**src/rtl/jam_pkg.sv**
```systemverilog
`default_nettype none
//==============================================================================
// Package  : jam_pkg
// Summary  : Shared types and helpers for the jam_search assignment engine:
//            FSM state encoding, width helpers, last-permutation test.
// Revision : 1.0 - initial release
//==============================================================================
package jam_pkg;

    // Search controller states
    typedef enum logic [1:0] {
        S_IDLE = 2'd0,
        S_EVAL = 2'd1,
        S_CMP  = 2'd2,
        S_DONE = 2'd3
    } state_t;

    // Smallest usable index width for n workers (never below one bit)
    function automatic int min_aw(input int n);
        return (n <= 2) ? 1 : $clog2(n);
    endfunction

    // Smallest accumulator width able to hold n costs of cw bits each
    function automatic int min_sw(input int n, input int cw);
        return $clog2(n * ((1 << cw) - 1) + 1);
    endfunction

    // True when the flattened permutation is fully descending, i.e. it is the
    // lexicographically last one and has no successor.
    function automatic logic is_last_perm(input logic [31:0] p, input int n, input int aw);
        logic [31:0] mask;
        logic [31:0] a;
        logic [31:0] b;
        logic        last;
        mask = (32'd1 << aw) - 32'd1;
        last = 1'b1;
        for (int i = 0; i < 7; i++) begin
            if (i < n - 1) begin
                a = (p >> (i * aw)) & mask;
                b = (p >> ((i + 1) * aw)) & mask;
                if (a < b) last = 1'b0;
            end
        end
        return last;
    endfunction

endpackage
`default_nettype wire

```
**src/rtl/perm_next.sv**
```systemverilog
`default_nettype none
//==============================================================================
// Module   : perm_next
// Summary  : Combinational lexicographic successor of an N-element
//            permutation (pivot, swap with rightmost larger, reverse suffix).
// Revision : 1.0 - initial release
//==============================================================================
module perm_next
    import jam_pkg::*;
#(
    parameter int N  = 8,
    parameter int AW = 3
) (
    input  logic [N*AW-1:0] i_perm,
    output logic [N*AW-1:0] o_perm_next,
    output logic            o_last
);

    logic [AW-1:0] w_a [N];
    logic [AW-1:0] w_b [N];
    logic [AW-1:0] w_c [N];
    int            w_piv;
    int            w_succ;

    // Find pivot and successor element, swap them, then reverse the suffix
    always_comb begin
        w_piv       = 0;
        w_succ      = 0;
        o_perm_next = '0;
        for (int k = 0; k < N; k++) begin
            w_a[k] = i_perm[k*AW +: AW];
        end
        // Later hits overwrite earlier ones, leaving the largest pivot index
        for (int i = 0; i < N - 1; i++) begin
            if (w_a[i] < w_a[i+1]) w_piv = i;
        end
        for (int j = 0; j < N; j++) begin
            if ((j > w_piv) && (w_a[j] > w_a[w_piv])) w_succ = j;
        end
        w_b         = w_a;
        w_b[w_piv]  = w_a[w_succ];
        w_b[w_succ] = w_a[w_piv];
        w_c         = w_b;
        for (int k = 0; k < N; k++) begin
            if (k > w_piv) w_c[k] = w_b[N + w_piv - k];
        end
        for (int k = 0; k < N; k++) begin
            o_perm_next[k*AW +: AW] = w_c[k];
        end
    end

    assign o_last = is_last_perm(32'(i_perm), N, AW);

endmodule
`default_nettype wire

```
**src/rtl/jam_search.sv**
```systemverilog
`default_nettype none
//==============================================================================
// Module   : jam_search
// Summary  : Exhaustive N x N job-assignment search. Walks every permutation
//            in lexicographic order, one cost lookup per cycle, and reports
//            the minimum total, how many permutations hit it, and the first
//            optimal assignment. Optional pruning of hopeless permutations.
// Revision : 1.0 - initial release
//==============================================================================
module jam_search
    import jam_pkg::*;
#(
    parameter int N     = 8,
    parameter int CW    = 7,
    parameter int AW    = 3,
    parameter int SW    = 10,
    parameter int MCW   = 16,
    parameter int PRUNE = 0
) (
    input  logic            CLK,
    input  logic            RST,
    input  logic            Start,
    input  logic [CW-1:0]   Cost,
    output logic [AW-1:0]   W,
    output logic [AW-1:0]   J,
    output logic            Busy,
    output logic            Valid,
    output logic [SW-1:0]   MinCost,
    output logic [MCW-1:0]  MatchCount,
    output logic [N*AW-1:0] BestPerm
);

    function automatic logic [N*AW-1:0] f_identity();
        logic [N*AW-1:0] v;
        v = '0;
        for (int k = 0; k < N; k++) v[k*AW +: AW] = AW'(k);
        return v;
    endfunction

    localparam logic [N*AW-1:0] c_ident = f_identity();

    state_t          r_state;
    state_t          w_state_nxt;
    logic [N*AW-1:0] r_perm;
    logic [N*AW-1:0] r_best;
    logic [AW-1:0]   r_row;
    logic [AW-1:0]   r_j;
    logic [SW-1:0]   r_acc;
    logic [SW-1:0]   r_min;
    logic [MCW-1:0]  r_cnt;
    logic            r_pruned;
    logic            r_busy;
    logic            r_valid;

    logic [N*AW-1:0] w_perm_next;
    logic            w_perm_last;
    logic [SW:0]     w_cost_ext;
    logic [SW:0]     w_sum;
    logic            w_prune_hit;
    logic            w_last_row;
    logic            w_row_end;
    logic [AW-1:0]   w_perm_arr [N];

    for (genvar k = 0; k < N; k++) begin : g_unpack
        assign w_perm_arr[k] = r_perm[k*AW +: AW];
    end

    perm_next #(
        .N  (N),
        .AW (AW)
    ) u_perm_next (
        .i_perm      (r_perm),
        .o_perm_next (w_perm_next),
        .o_last      (w_perm_last)
    );

    // One extra bit on the sum keeps the prune compare exact near all-ones
    assign w_cost_ext  = {{(SW + 1 - CW){1'b0}}, Cost};
    assign w_sum       = {1'b0, r_acc} + w_cost_ext;
    assign w_prune_hit = (PRUNE != 0) && (w_sum > {1'b0, r_min});
    assign w_last_row  = (r_row == AW'(N - 1));
    assign w_row_end   = w_last_row || w_prune_hit;

    // State register
    always_ff @(posedge CLK or posedge RST) begin
        if (RST) r_state <= S_IDLE;
        else     r_state <= w_state_nxt;
    end

    // Next-state logic
    always_comb begin
        w_state_nxt = r_state;
        case (r_state)
            S_IDLE, S_DONE: if (Start) w_state_nxt = S_EVAL;
            S_EVAL:         if (w_row_end) w_state_nxt = S_CMP;
            S_CMP:          w_state_nxt = w_perm_last ? S_DONE : S_EVAL;
            default:        w_state_nxt = S_IDLE;
        endcase
    end

    // Datapath: lookup indices, accumulator, permutation and result registers
    always_ff @(posedge CLK or posedge RST) begin
        if (RST) begin
            r_perm   <= c_ident;
            r_best   <= '0;
            r_row    <= '0;
            r_j      <= '0;
            r_acc    <= '0;
            r_min    <= '1;
            r_cnt    <= '0;
            r_pruned <= 1'b0;
            r_busy   <= 1'b0;
            r_valid  <= 1'b0;
        end else begin
            case (r_state)
                S_IDLE, S_DONE: begin
                    if (Start) begin
                        r_perm   <= c_ident;
                        r_row    <= '0;
                        r_j      <= '0;
                        r_acc    <= '0;
                        r_min    <= '1;
                        r_cnt    <= '0;
                        r_pruned <= 1'b0;
                        r_busy   <= 1'b1;
                        r_valid  <= 1'b0;
                    end
                end
                S_EVAL: begin
                    r_acc <= w_sum[SW-1:0];
                    if (w_prune_hit) r_pruned <= 1'b1;
                    if (!w_row_end) begin
                        r_row <= r_row + 1'b1;
                        r_j   <= w_perm_arr[r_row + 1'b1];
                    end
                end
                S_CMP: begin
                    if (!r_pruned) begin
                        if (r_acc < r_min) begin
                            r_min  <= r_acc;
                            r_cnt  <= MCW'(1);
                            r_best <= r_perm;
                        end else if (r_acc == r_min) begin
                            // Equal cost keeps the earlier, lexicographically smaller optimum
                            if (r_cnt != '1) r_cnt <= r_cnt + 1'b1;
                        end
                    end
                    if (w_perm_last) begin
                        r_busy  <= 1'b0;
                        r_valid <= 1'b1;
                    end else begin
                        r_perm   <= w_perm_next;
                        r_row    <= '0;
                        r_j      <= w_perm_next[AW-1:0];
                        r_acc    <= '0;
                        r_pruned <= 1'b0;
                    end
                end
                default: ;
            endcase
        end
    end

    assign W          = r_row;
    assign J          = r_j;
    assign Busy       = r_busy;
    assign Valid      = r_valid;
    assign MinCost    = r_min;
    assign MatchCount = r_cnt;
    assign BestPerm   = r_best;

endmodule
`default_nettype wire

```
**config.mk**
```make
export PLATFORM = sky130hd
export DESIGN_NAME = jam_search
export DESIGN_NICKNAME = d
export VERILOG_FILES = /design/src/rtl/jam_pkg.sv /design/src/rtl/perm_next.sv /design/src/rtl/jam_search.sv
export SDC_FILE = /design/constraint.sdc
export NUM_CORES = 1
export LEC_CHECK = 0
export ABC_CLOCK_PERIOD_IN_PS = 10300
export CORE_ASPECT_RATIO = 0.9
export CORE_UTILIZATION = 45
export CTS_CLUSTER_DIAMETER = 120
export CTS_CLUSTER_SIZE = 20
export DETAILED_ROUTE_END_ITERATION = 12
export GPL_TIMING_DRIVEN = 0
export PLACE_DENSITY = 0.73
export SYNTH_ARGS = -nofsm -noshare
export SYNTH_HDL_FRONTEND = slang
export SYNTH_HIERARCHICAL = 1
export SYNTH_SLANG_ARGS = --single-unit
```
**constraint.sdc**
```tcl
create_clock -name CLK -period 10.3 [get_ports CLK]
set_clock_uncertainty 0.05 [all_clocks]
set_input_delay 2.575 -clock CLK [delete_from_list [all_inputs] [get_ports CLK]]
set_output_delay 2.575 -clock CLK [all_outputs]
set_load 0.01 [all_outputs]
```
==> results.md <==
* Drc violations at 0
* Placed insts at 1,334
* RSZ-0062 raised after global routing: false
* Yosys reg bits at 94
* Die Wd at 150 µm
* Row count at 48
* Starting Density at 46.1%
* Fraction of registers with async set/reset at 100%
* CTS Buffer Depth at 2
* Synth warn at 6
* DRT Pass-1 Iters at 5
* Fillers at 1,800
* Commonest non-fill, non-tap cell in the layout: nand2_1
* # Post-CTS Setup Buffers at 0
* Setup crit end kind: register
* Most frequent cells in the layout: 108 x nand2_1, 74 x a21oi_1, 72 x dfrtp_1
* Register area share after synthesis at 26.8%
* Number of global-route vias before repair at 7,891
* Tcrit/Tclk final at 84.8%
* CP max stage delay at 0.77 ns
* Area grow syn2layout at 15.0%
* Global-route wire length before repair at 46,700 µm
* Mapped Area at 8860 µm²
* WP data required at 10.48 ns
* Antenna diode count at 0
* Max_cap viols at 0
* Crit path buf inv count at 5
* Critical path's top delay family: compound AO/OA/AOI/OAI gates
* Slowest CP cell: o31ai_1
* Nets at 1,165
* Largest net degree at the start of global routing at 74
* Maximum vdd drop at 98.8 µV
* Slew HR at 27.5%
* Cell Pwr Density at 122 nW/µm²
* Setup TNS at 0 ns
* Die ar. at 20,300 µm²
* Core area at 19,200 µm²
* Leakage at 0.00434 µW
* Final hold violation count at 0
* Worst hold path type: reg -> reg
* Final setup vio count at 0
* Final Critical Period at 8.74 ns
* Via density at 6.59
* Non-filler cells, final at 1,350
* Detailed placement HPWL at 22,800 µm
* Total grt overflow at 0
* Max Slew Vio Count at 0
* Synthesized instance count at 1,016
* DP Area at 9880 µm²
* Final Wtd Congestion at 1.01
* PortBufs at 67
* Crit path launch type: register
* Final WL at 30,500 µm
* Antenna Nets Post-Route at 0
* Syn Nets at 1,086
* Design area at 10,200 µm²
* Gates resized, CTS repair at 0
* TritonCTS Buffers at 9
* WL per Instance at 22.6 µm
* Pre-CTS setup slack at 2.08 ns
* H-tree levels at 3
* Synth unique cells at 96
* Final worst setup slack at 1.56 ns
* CTS sink cnt at 94
* Hold_buf cts at 0
* Worst-margin pin slew at 1.08 ns
* Top Ports at 68
* Clk_lat worst skew at 0.34 ns
* Status: finished clean
* Fmax at 0.114 GHz
* Crit path arrival time at 8.92 ns
* Share of post-route cells with drive strength above 1 at 12.7%
* Post-synth EDFFs at 0
* Starting DRT DRC Count at 1,027
* Initial antenna violation count at 0
* Pwr Total at 1250 µW
* Number of vias in the routed layout at 8,898
* GR Util All Layers at 30.3%
* CTS tree: built
* Ys flop type: dfrtp_1
* Overall die height at 135 µm
* Max FO, Critical Path at 13
* Mean post-synth cell area at 8.72 µm²
* CP Class: reg -> reg
* Root Driver: clkbuf_16
* Reg clk slew, reported paths at 0.07 ns
## cell families (layout without fill, tap and decap cells)
family	after synthesis	in the layout	synth area share (%)
compound gates	356	356	30.0
xor+xnor	4	4	0.395
buf+inv	110	194	5.25
simple gates	311	311	17.7
fa+ha+maj	60	60	8.55
flops	94	94	26.8
mux	81	81	11.3
## worst paths after layout
check,from,end,slack (ns),depth (start not counted)
hold / removal,J[1],J[1],0.46,1
min in group asynchronous,RST,MatchCount[3],2.48,2
setup reg to reg,r_perm[10],r_perm[18],1.56,26
setup / recovery,r_perm[10],r_perm[18],1.56,26
hold reg to reg,J[1],J[1],0.46,1
max in group asynchronous,RST,MinCost[5],7.03,3
## flip-flops by register name (all words and copies together), names as in the netlist
name	flops
MatchCount	16
r_acc	10
r_state	2
MinCost	10
BestPerm	24
Valid	1
Busy	1
r_perm	24
J	3
W	3
## worst reg2reg max path: cells and delay by family, from the launching register on
family,cells,cell delay (ns)
adders and majority gates,2,0.59
AOI/OAI and AO/OA,15,3.96
and+or+nand+nor,4,1.09
buffers and inverters,5,2.24
DFF,1,0.69
## where the power goes
| part | internal [µW] | total [µW] | switching (µW) |
|---|---|---|---|
| registers | 416 | 459 | 43.2 |
| logic | 199 | 433 | 234 |
| clock network | 212 | 354 | 142 |
## layer usage
metal / part of all wire [%] / vias to the layer above / GRT usage, %
met1: 45 / 4253 / 45.8
met5: 0 / - / 0
met2: 41 / 535 / 41.9
met3: 11 / 78 / 6.40
met4: 3.2 / 0 / 10.9
li1: - / 4032 / -
## Yosys cell counts (10+ instances only)
cell type,n,area (µm²)
mux2_4,20,300
inv_1,54,203
and3_1,12,75.1
nor3_1,21,105
o22a_1,23,201
clkbuf_1,30,113
mux2_2,12,135
nand3_1,26,130
o211ai_1,14,105
dfstp_2,22,578
mux2i_1,43,430
a21oi_1,74,370
a22o_1,17,149
a211oi_1,12,90.1
o22ai_1,13,81.3
nand2_1,108,405
nor2_1,70,263
a21o_1,11,82.6
dfrtp_1,72,1800
ha_1,59,738
a31oi_1,10,62.6
o21ai_0,60,300
## metrics by stage
| step | utilization [%] | hold slack (ns) |
|---|---|---|
| global route | 53.0 | 0.483 |
| global placement | 51.2 | 0.439 |
| CTS | 53.0 | 0.467 |
| finish | 53.0 | 0.462 |
| detailed placement | 51.4 | 0.443 |
| floorplan | - | 0.425 |
## area by class of cell
| type | instances | area [µm²] | area share, % |
|---|---|---|---|
| Buffer | 50 | 239 | 2.34 |
| Clock buffer | 10 | 229 | 2.25 |
| Clock inverter | 6 | 86.3 | 0.847 |
| Inverter | 60 | 229 | 2.25 |
| Multi-Input combinational cell | 812 | 6020 | 59.0 |
| Sequential cell | 94 | 2380 | 23.3 |
| Tap cell | 250 | 313 | 3.07 |
| Timing Repair Buffer | 68 | 698 | 6.85 |
(Power assumes the default switching activity.)
